## config.mk

```make
export PLATFORM = sky130hd
export DESIGN_NAME = regfile_wb_ctrl
export DESIGN_NICKNAME = d
export VERILOG_FILES = /design/src/rtl/rf_wb_pkg.sv /design/src/rtl/rf_scoreboard.sv /design/src/rtl/regfile_wb_ctrl.sv
export SDC_FILE = /design/constraint.sdc
export NUM_CORES = 1
export LEC_CHECK = 0
export ABC_AREA = 1
export BUFFER_PORTS_ARGS = -buffer_cell sky130_fd_sc_hd__buf_2
export CAP_MARGIN = 20
export CORE_UTILIZATION = 46
export DETAILED_ROUTE_END_ITERATION = 8
export PLACE_DENSITY = 0.78
export REMOVE_ABC_BUFFERS = 1
export SYNTH_ARGS = -nofsm -noshare
export SYNTH_HDL_FRONTEND = slang
export SYNTH_HIERARCHICAL = 1
export SYNTH_SLANG_ARGS = --single-unit
```

## constraint.sdc

```tcl
create_clock -name clk -period 1.6 [get_ports clk]
set_clock_uncertainty 0.05 [all_clocks]
set_input_delay 0.32 -clock clk [delete_from_list [all_inputs] [get_ports clk]]
set_output_delay 0.32 -clock clk [all_outputs]
set_load 0.03 [all_outputs]
```

## src/rtl/rf_wb_pkg.sv

```systemverilog
// Shared types and constants for the register-file write-back controller.
package rf_wb_pkg;

    localparam int XLEN_DEF     = 32;
    localparam int REG_ADDR_W   = 5;
    localparam int NUM_REGS     = 1 << REG_ADDR_W;
    localparam int STARVE_CNT_W = 4;

    typedef enum logic {
        PRIO_A = 1'b0,
        PRIO_B = 1'b1
    } arb_state_e;

    function automatic logic [NUM_REGS-1:0] reg_onehot(input logic [REG_ADDR_W-1:0] r);
        reg_onehot    = '0;
        reg_onehot[r] = 1'b1;
    endfunction

endpackage

```

## src/rtl/rf_scoreboard.sv

```systemverilog
// Per-register pending scoreboard and issue hazard check.
// Build option RF_WB_BYPASS_EN: a write in the write stage releases its register early.
module rf_scoreboard
    import rf_wb_pkg::*;
(
    input  logic                  clk,
    input  logic                  rst,
    input  logic                  halt,
    input  logic                  iss_valid,
    input  logic [REG_ADDR_W-1:0] iss_rd,
    input  logic [REG_ADDR_W-1:0] iss_rs1,
    input  logic [REG_ADDR_W-1:0] iss_rs2,
    output logic                  iss_ok,
    input  logic                  wr_en,
    input  logic [REG_ADDR_W-1:0] wr_addr,
    output logic [NUM_REGS-1:0]   pending
);

    logic [NUM_REGS-1:0] pending_q, pending_d;
    logic [NUM_REGS-1:0] busy;

    // NOTE: every signal written here gets a default first, so no path leaves it unassigned (no latch).
    always_comb begin
        busy = pending_q;
`ifdef RF_WB_BYPASS_EN
        if (wr_en) begin
            busy = pending_q & ~reg_onehot(wr_addr);
        end
`endif
        // x0 needs no explicit mask: its pending bit is never set.
        iss_ok = !halt && !busy[iss_rs1] && !busy[iss_rs2] && !busy[iss_rd];

        pending_d = pending_q;
        if (!halt) begin
            if (wr_en) begin
                pending_d = pending_d & ~reg_onehot(wr_addr);
            end
            // Applied after the clear so a same-cycle set on the same register wins.
            if (iss_valid && iss_ok) begin
                pending_d = pending_d | reg_onehot(iss_rd);
            end
        end
        pending_d[0] = 1'b0;
    end

    // NOTE: state registers use non-blocking assignments so every flop samples pre-edge values.
    always_ff @(posedge clk) begin
        if (rst) begin
            pending_q <= '0;
        end else begin
            pending_q <= pending_d;
        end
    end

    assign pending = pending_q;

endmodule

```

## src/rtl/regfile_wb_ctrl.sv

```systemverilog
// Write-back arbiter (ALU path A vs load path B with starvation guard) feeding the register file.
// Build option RF_WB_BYPASS_EN enables early scoreboard release (see rf_scoreboard).
module regfile_wb_ctrl
    import rf_wb_pkg::*;
#(
    parameter int STARVE_LIMIT = 4,
    parameter int XLEN         = XLEN_DEF
) (
    input  logic                  clk,
    input  logic                  rst,
    input  logic                  halt,
    input  logic                  a_valid,
    output logic                  a_ready,
    input  logic [REG_ADDR_W-1:0] a_rd,
    input  logic [XLEN-1:0]       a_data,
    input  logic                  b_valid,
    output logic                  b_ready,
    input  logic [REG_ADDR_W-1:0] b_rd,
    input  logic [XLEN-1:0]       b_data,
    input  logic                  iss_valid,
    input  logic [REG_ADDR_W-1:0] iss_rd,
    input  logic [REG_ADDR_W-1:0] iss_rs1,
    input  logic [REG_ADDR_W-1:0] iss_rs2,
    output logic                  iss_ok,
    output logic                  rf_wr_en,
    output logic [REG_ADDR_W-1:0] rf_wr_addr,
    output logic [XLEN-1:0]       rf_wr_data,
    output logic [NUM_REGS-1:0]   pending
);

    localparam logic [STARVE_CNT_W-1:0] LIMIT_C = STARVE_CNT_W'(STARVE_LIMIT);
    localparam logic [STARVE_CNT_W-1:0] CNT_MAX = '1;

    arb_state_e              state_q, state_d;
    logic [STARVE_CNT_W-1:0] starve_q, starve_d;
    logic                    wr_en_q, wr_en_d;
    logic [REG_ADDR_W-1:0]   wr_addr_q, wr_addr_d;
    logic [XLEN-1:0]         wr_data_q, wr_data_d;
    logic                    a_hs, b_hs;

    always_comb begin
        a_ready = 1'b0;
        b_ready = 1'b0;
        if (!halt) begin
            case (state_q)
                PRIO_A: begin
                    a_ready = a_valid;
                    b_ready = b_valid && !a_valid;
                end
                PRIO_B: begin
                    b_ready = b_valid;
                    a_ready = a_valid && !b_valid;
                end
                default: ;
            endcase
        end
        a_hs = a_valid && a_ready;
        b_hs = b_valid && b_ready;

        starve_d = starve_q;
        if (b_hs) begin
            starve_d = '0;
        end else if (!halt && b_valid && starve_q != CNT_MAX) begin
            starve_d = starve_q + 1'b1;
        end

        // Comparing the updated count grants B on its (STARVE_LIMIT+1)-th waiting cycle.
        state_d = state_q;
        if (!halt) begin
            case (state_q)
                PRIO_A:  if (b_valid && starve_d == LIMIT_C) state_d = PRIO_B;
                PRIO_B:  if (b_hs || !b_valid)               state_d = PRIO_A;
                default: state_d = PRIO_A;
            endcase
        end

        // Handshakes to x0 complete without producing a write strobe.
        wr_en_d   = 1'b0;
        wr_addr_d = wr_addr_q;
        wr_data_d = wr_data_q;
        if (a_hs && a_rd != '0) begin
            wr_en_d   = 1'b1;
            wr_addr_d = a_rd;
            wr_data_d = a_data;
        end else if (b_hs && b_rd != '0) begin
            wr_en_d   = 1'b1;
            wr_addr_d = b_rd;
            wr_data_d = b_data;
        end
    end

    always_ff @(posedge clk) begin
        if (rst) begin
            state_q   <= PRIO_A;
            starve_q  <= '0;
            wr_en_q   <= 1'b0;
            wr_addr_q <= '0;
            wr_data_q <= '0;
        end else begin
            state_q   <= state_d;
            starve_q  <= starve_d;
            wr_en_q   <= wr_en_d;
            wr_addr_q <= wr_addr_d;
            wr_data_q <= wr_data_d;
        end
    end

    assign rf_wr_en   = wr_en_q;
    assign rf_wr_addr = wr_addr_q;
    assign rf_wr_data = wr_data_q;

    rf_scoreboard u_scoreboard (
        .clk      (clk),
        .rst      (rst),
        .halt     (halt),
        .iss_valid(iss_valid),
        .iss_rd   (iss_rd),
        .iss_rs1  (iss_rs1),
        .iss_rs2  (iss_rs2),
        .iss_ok   (iss_ok),
        .wr_en    (wr_en_q),
        .wr_addr  (wr_addr_q),
        .pending  (pending)
    );

endmodule

```

## After elaboration in Yosys (flattened, before gate mapping)

Cells that the tools add are included.

- Bits in registers: 75
- Word-level logic and storage cells: 73
- Output and inout bits: 73
- Bits of input ports: 95

- Reductions and logical operators: 25
- Equality and inequality tests: 2
- Add/sub/neg operators: 1
- Bitwise logic cells: 4
- Order comparisons: 6
- Muxes and demuxes: 28

Operators by type and width:

| cell | count |
|---|---|
| $mux W32 | 5 |
| $and A32 B32 Y32 | 1 |
| $not A32 Y32 | 1 |
| $or A32 B32 Y32 | 1 |
| $lt A5 B6 Y1 const B | 4 |
| $bmux W1 S5 | 3 |
| $logic_and A1 B1 Y1 | 15 |
| $mux W1 | 11 |
| $demux W1 S5 | 2 |
| $ge A5 B1 Y1 const B | 2 |
| $mux W5 | 2 |
| $reduce_bool A5 Y1 | 2 |
| $mux W4 | 2 |
| $logic_not A1 Y1 | 6 |
| $pmux W1 S2 | 3 |
| $add A4 B1 Y4 const B | 1 |
| $eq A4 B3 Y1 const B | 1 |
| $ne A4 B4 Y1 const B | 1 |
| $reduce_bool A2 Y1 | 1 |
| $logic_or A1 B1 Y1 | 1 |
| $not A1 Y1 | 1 |

## Depth between registers and ports, before layout

- Word-level depth: 10
- Depth in mapped cells: 15
- Mapped depth without buffers: 12

## By module

The synthesis kept the hierarchy.

By module, submodules not included:

| module | area an instance (um2) | instances | cells each | seq. area each (um2) |
|---|---|---|---|---|
| rf_scoreboard | 2705.1 | 1 | 479 | 620.6 |
| regfile_wb_ctrl | 1975.6 | 1 | 268 | 860.8 |

## Worst setup path before layout

No wires, ideal clock.

- Path kind: input to output
- From: input port iss_rs1[0]
- To: output port iss_ok
- Arrival time: 1.776 ns
- Setup slack: -0.546 ns
- Cell stages on the path: 11
- Data required time: 1.230 ns
- Buffers on the path: 2
- Path through: buf_4 -> buf_2 -> nand2_1 -> nand3_1 -> nand3_1 -> nand2_1 -> nand2_1 -> nand2_1 -> nand2_1 -> nand2_2 -> nor3_1

- Longest elaborated chain between the ends: 6

Ends and longest elaborated chain:

| element | RTL line | source |
|---|---|---|
| start, declared | regfile_wb_ctrl.sv:22 | `input logic [REG_ADDR_W-1:0] iss_rs1,` |
| $bmux W1 S5 | rf_scoreboard.sv:31 | `iss_ok = !halt && !busy[iss_rs1] && !busy[iss_rs2] && !busy[iss_rd];` |
| $mux W1 (not written as such) | rf_scoreboard.sv:31 |  |
| $logic_not A1 Y1 | rf_scoreboard.sv:31 |  |
| $logic_and A1 B1 Y1 (3 in series) | rf_scoreboard.sv:31 |  |
| end, declared | regfile_wb_ctrl.sv:24 | `output logic iss_ok,` |

No other way between the ends. The select of a mux whose other input is x is not followed.

## Worst setup path after layout

- From: register u_scoreboard.pending_q[26], in the netlist u_scoreboard/pending[26]
- To: output port iss_ok

- Longest elaborated chain between the ends: 6

Ends and longest elaborated chain:

| element | RTL line | source |
|---|---|---|
| start, declared | rf_scoreboard.sv:19 | `logic [NUM_REGS-1:0] pending_q, pending_d;` |
| start signal, assigned | rf_scoreboard.sv:51 | `pending_q <= pending_d;` |
| $bmux W1 S5 | rf_scoreboard.sv:31 |  |
| $mux W1 (not written as such) | rf_scoreboard.sv:31 |  |
| $logic_not A1 Y1 | rf_scoreboard.sv:31 |  |
| $logic_and A1 B1 Y1 (2 in series) | rf_scoreboard.sv:31 |  |
| $logic_and A1 B1 Y1 * | rf_scoreboard.sv:31 |  |

Every way passes the cells marked *; elsewhere a longest branch is shown, timed or not. The select of a mux whose other input is x is not followed.

==> metrics list <==
- Cell area after technology mapping: 4680 um2
- After synthesis the netlist holds a flip-flop and latch count of 74.
- Leakage power: 3.16 nW
- Worst reg2reg path startpoint: u_scoreboard/pending[26]
- Unrepaired setup endpoints after global routing: yes
* Area share of the leading cell type in the synthesized netlist: 31.6%
* Starting density of the core: 47.7%
* Count of distinct cell types in the synthesized netlist: 29
* Primary flip-flop cell chosen by synthesis mapping: sky130_fd_sc_hd__dfxtp_1
* Total iterations of the first detailed-routing run: 6
* Required time at the worst-slack endpoint: 1.23 ns
* Reg-to-reg critical path endpoint: u_scoreboard/pending[12]
- Cell taking the most area after synthesis: sky130_fd_sc_hd__dfxtp_1
* Post-layout net count: 1071
* Largest family of logic cells by synthesized area: simple AND/OR/NAND/NOR gates
- The via count of the first global-routing pass was 5674.
- I/O Buffers: 166
* Count of antenna-violating nets left after detailed routing: 0
- STA classifies the critical path startpoint as a register.
- In the post-synthesis netlist, the biggest area contributors are sky130_fd_sc_hd__dfxtp_1 32%, sky130_fd_sc_hd__nand2_1 15%, sky130_fd_sc_hd__a21oi_1 7.5%.
- Vias/cell: 5.57
- Placer's final routability congestion estimate: 0.879
* Chip Width: 103 um
- Area of the die: 10600 um2
* Fraction of synthesized cell area in xor and xnor cells: 0%
* Final worst slack: -0.525 ns
- The count of endpoints failing hold in the final timing report came to 0.
- TritonCTS built the clock tree.
* Overall Global Routing Usage: 31.9%
* Clock sinks: 74
- Post-Route Setup TNS: -11.24 ns
- Die Y: 103 um
- Critical path type: register to primary output
- In this run the worst setup path terminates at iss_ok.
* Cell count after synthesis: 747
* Ports: 168
- The number of antenna violations at the first check in global routing was 0.
* Routed WL: 17200 um
- Pin count of the biggest net entering global routing: 38
- The floorplan has 36 rows.
- At the end of the flow the core is filled with cells to 68.6%.
- Number of design-rule violations left by the first detailed-router iteration: 592
- The worst-case IR drop observed on VDD is 0.551 mV.
- Across all register-to-register paths, the minimum setup slack is -0.44 ns.
* Critical path endpoint category: primary output
- In this run the clock root is driven by a sky130_fd_sc_hd__clkbuf_8.
- Maximum buffer depth of the clock tree: 2
- Number of H-tree branching levels: 3
* Routed wire length per instance: 15.4 um
- Number of slew-limit violations in the final report: 0
- Worst hold margin: 0.141 ns
- The synthesized netlist devotes 20.5% of its cell area to compound gates.
- Internal power: 0.00317 W
* Power share of the combinational group: 26.7%
- Net Sw Frac: 34.0%
- Counting I/O delays and the setup requirement, the final critical path takes 2.13 ns.
- Of the post-synthesis cell area, the part taken by muxes is 0%.
* Violations in the final reports: negative setup slack
- The filler cells instantiated in the layout total 864.
* Hold Path Class: input pin to register
- Core Region: 9820 um2
- Total number of vias: 6200
- For this design the total switching power over the nets is 0.00163 W.
- Avg Synthesized Cell Area: 6.27 um2
* Max FO, Critical Path: 4
* Remaining routing DRC violations: 0
* Adder-cell share of the synthesized area: 0.267%
* Wire length of the first global-routing pass: 26300 um
- Compared with the post-synthesis result, the final layout area differs by 43.8%.
- Share of the yosys chip area belonging to registers: 31.6%
* Simple-Gate Fraction of Synth Area: 34.5%
- Insertion delay to the later sink of the worst-skew pair: 0.36 ns
* Result of the run: finished, violations left
* HPWL after detailed placement: 11700 um
* Clock slew seen by the registers of the worst setup and hold paths: 0.09 ns
- Portion of total power attributed to sequential cells: 40.9%
- Congestion Overflow GR: 0
- Yosys printed 6 warnings.
* Data arrival time of the critical path: 1.76 ns
- Fraction of final layout cells with drive strength greater than 1: 36.8%
- Derived from the worst setup path, the maximum achievable clock frequency is 0.471 GHz.
- Clock power frac: 32.4%
- Maximum capacitance violations: 0
- In this run the power density over the cells is 714 nW/um2.
- The worst path uses 133% of the clock period.
* Number of diodes added for antenna fixing: 0
- After synthesis, the share of flip-flops with an asynchronous set or reset is 0%.
* Leading post-synthesis cells by instance count: 193 x sky130_fd_sc_hd__nand2_1, 74 x sky130_fd_sc_hd__dfxtp_1, 70 x sky130_fd_sc_hd__a21oi_1
* Setup violation total in the final timing report: 32
- Counting the buffers created by CTS gives 9.
- In this run, synthesis inferred 0 flip-flops with an integrated enable.
- The critical path starts at u_scoreboard/pending[26].
- The worst register-to-register path has a depth of 16.
- sky130_fd_sc_hd__nand2_1 is the most common cell in the netlist.
==> critical path: stages (launching register included) <==
cell and delay (ns):
sky130_fd_sc_hd__dfxtp_4 0.37, sky130_fd_sc_hd__buf_6 0.12, sky130_fd_sc_hd__nand2_4 0.05, sky130_fd_sc_hd__nand2_2 0.05
sky130_fd_sc_hd__nand2_2 0.07, sky130_fd_sc_hd__nand3_2 0.07, sky130_fd_sc_hd__nand3_2 0.08, sky130_fd_sc_hd__nand2_1 0.05
sky130_fd_sc_hd__nand2_1 0.06, sky130_fd_sc_hd__nand2_2 0.08, sky130_fd_sc_hd__nor3_4 0.23, sky130_fd_sc_hd__buf_6 0.16
==> sequential cells by signal, summed over array words and instances, names as in the netlist <==
register / count
state_q: 1
rf_wr_data: 32
rf_wr_addr: 5
starve_q: 4
u_scoreboard/pending: 31
rf_wr_en: 1
==> logic make-up after synthesis <==
group,after synthesis
other cells,1
simple gates,367
flops,74
fa+ha+maj,1
compound gates,187
buf+inv,117
==> repair_timing <==
item / in CTS / in global routing
cloned: 4 / 0
hold endpoints to repair: 0 / 0
setup buffers: 9 / 8
setup endpoints to repair: 32 / 34
gates resized for setup: 52 / 45
pin swaps: 10 / 24
hold buffers: 0 / 0
==> layout by cell type (no fill, tap or decap), types with 2 or more instances in the layout <==
cell,Yosys,final
sky130_fd_sc_hd__buf_16,0,3
sky130_fd_sc_hd__dfxtp_2,0,18
sky130_fd_sc_hd__nor3_1,15,13
sky130_fd_sc_hd__nand2_4,3,4
sky130_fd_sc_hd__nand3_2,1,6
sky130_fd_sc_hd__nor2_1,50,49
sky130_fd_sc_hd__clkbuf_8,0,9
sky130_fd_sc_hd__nand2_1,193,184
sky130_fd_sc_hd__inv_2,9,13
sky130_fd_sc_hd__dfxtp_1,74,46
sky130_fd_sc_hd__clkinvlp_4,0,2
sky130_fd_sc_hd__dfxtp_4,0,10
sky130_fd_sc_hd__nand3_1,67,62
sky130_fd_sc_hd__buf_6,17,12
sky130_fd_sc_hd__o21ai_2,3,3
sky130_fd_sc_hd__a21oi_1,70,60
sky130_fd_sc_hd__inv_1,64,58
sky130_fd_sc_hd__buf_12,0,14
sky130_fd_sc_hd__buf_2,7,165
sky130_fd_sc_hd__inv_6,0,3
sky130_fd_sc_hd__buf_4,6,64
sky130_fd_sc_hd__nand4_1,32,32
sky130_fd_sc_hd__nor2_2,1,2
sky130_fd_sc_hd__nand2_2,2,10
sky130_fd_sc_hd__inv_4,1,2
sky130_fd_sc_hd__o21ai_0,69,69
sky130_fd_sc_hd__a21oi_2,1,11
sky130_fd_sc_hd__inv_8,0,2
sky130_fd_sc_hd__o21ai_1,43,43
sky130_fd_sc_hd__nor2_4,2,2
==> layout make-up <==
type | instances | area, um2 | area share, %
Sequential cell | 74 | 1540 | 22.9
Multi-Input combinational cell | 556 | 2700 | 40.1
Tap cell | 133 | 166 | 2.47
Timing Repair Buffer | 259 | 1820 | 27.0
Clock buffer | 9 | 124 | 1.84
Inverter | 75 | 299 | 4.44
Clock inverter | 7 | 82.6 | 1.23
==> layer usage <==
metal,GRT usage [%],share of wire (%),vias up
met2,54.1,47,389
li1,-,-,2940
met3,7.80,10,86
met4,14.4,4.1,0
met1,38.1,38,2785
met5,0,0,-
==> through the flow <==
| step | worst slack [ns] | power [W] | area, um2 | std cells |
|---|---|---|---|---|
| floorplan | -0.438 | 0.00256 | 4360 | 705 |
| global placement | -0.417 | 0.00311 | 6080 | 1077 |
| detailed placement | -0.454 | 0.00312 | 6080 | 1077 |
| CTS | -0.413 | 0.00476 | 6540 | 1106 |
| global route | -0.638 | 0.00502 | 6730 | 1113 |
| finish | -0.525 | 0.00481 | 6730 | 1113 |
==> worst min path at each step <==
stage / depth (start not counted) / slack (ns) / endpoint / start
after floorplan: 1 / 0.34 / rf_wr_en / rst
after global placement: 2 / 0.45 / rf_wr_data[3] / rf_wr_data[3]
after detailed placement: 2 / 0.45 / rf_wr_data[10] / rf_wr_data[10]
after CTS: 3 / 0.13 / rf_wr_data[25] / a_data[25]
after global routing: 3 / 0.13 / rf_wr_data[4] / a_data[4]
final: 3 / 0.14 / rf_wr_data[12] / a_data[12]
==> power groups by stage <==
stage               registers, W  clock network [W]  logic (W)
floorplan                0.00217                  0   0.000385
global placement         0.00202                  0    0.00109
detailed placement       0.00202                  0    0.00110
CTS                      0.00197            0.00157    0.00121
global route             0.00198            0.00167    0.00137
finish                   0.00197            0.00156    0.00128
Note: power is estimated with default switching activity, not from simulation.
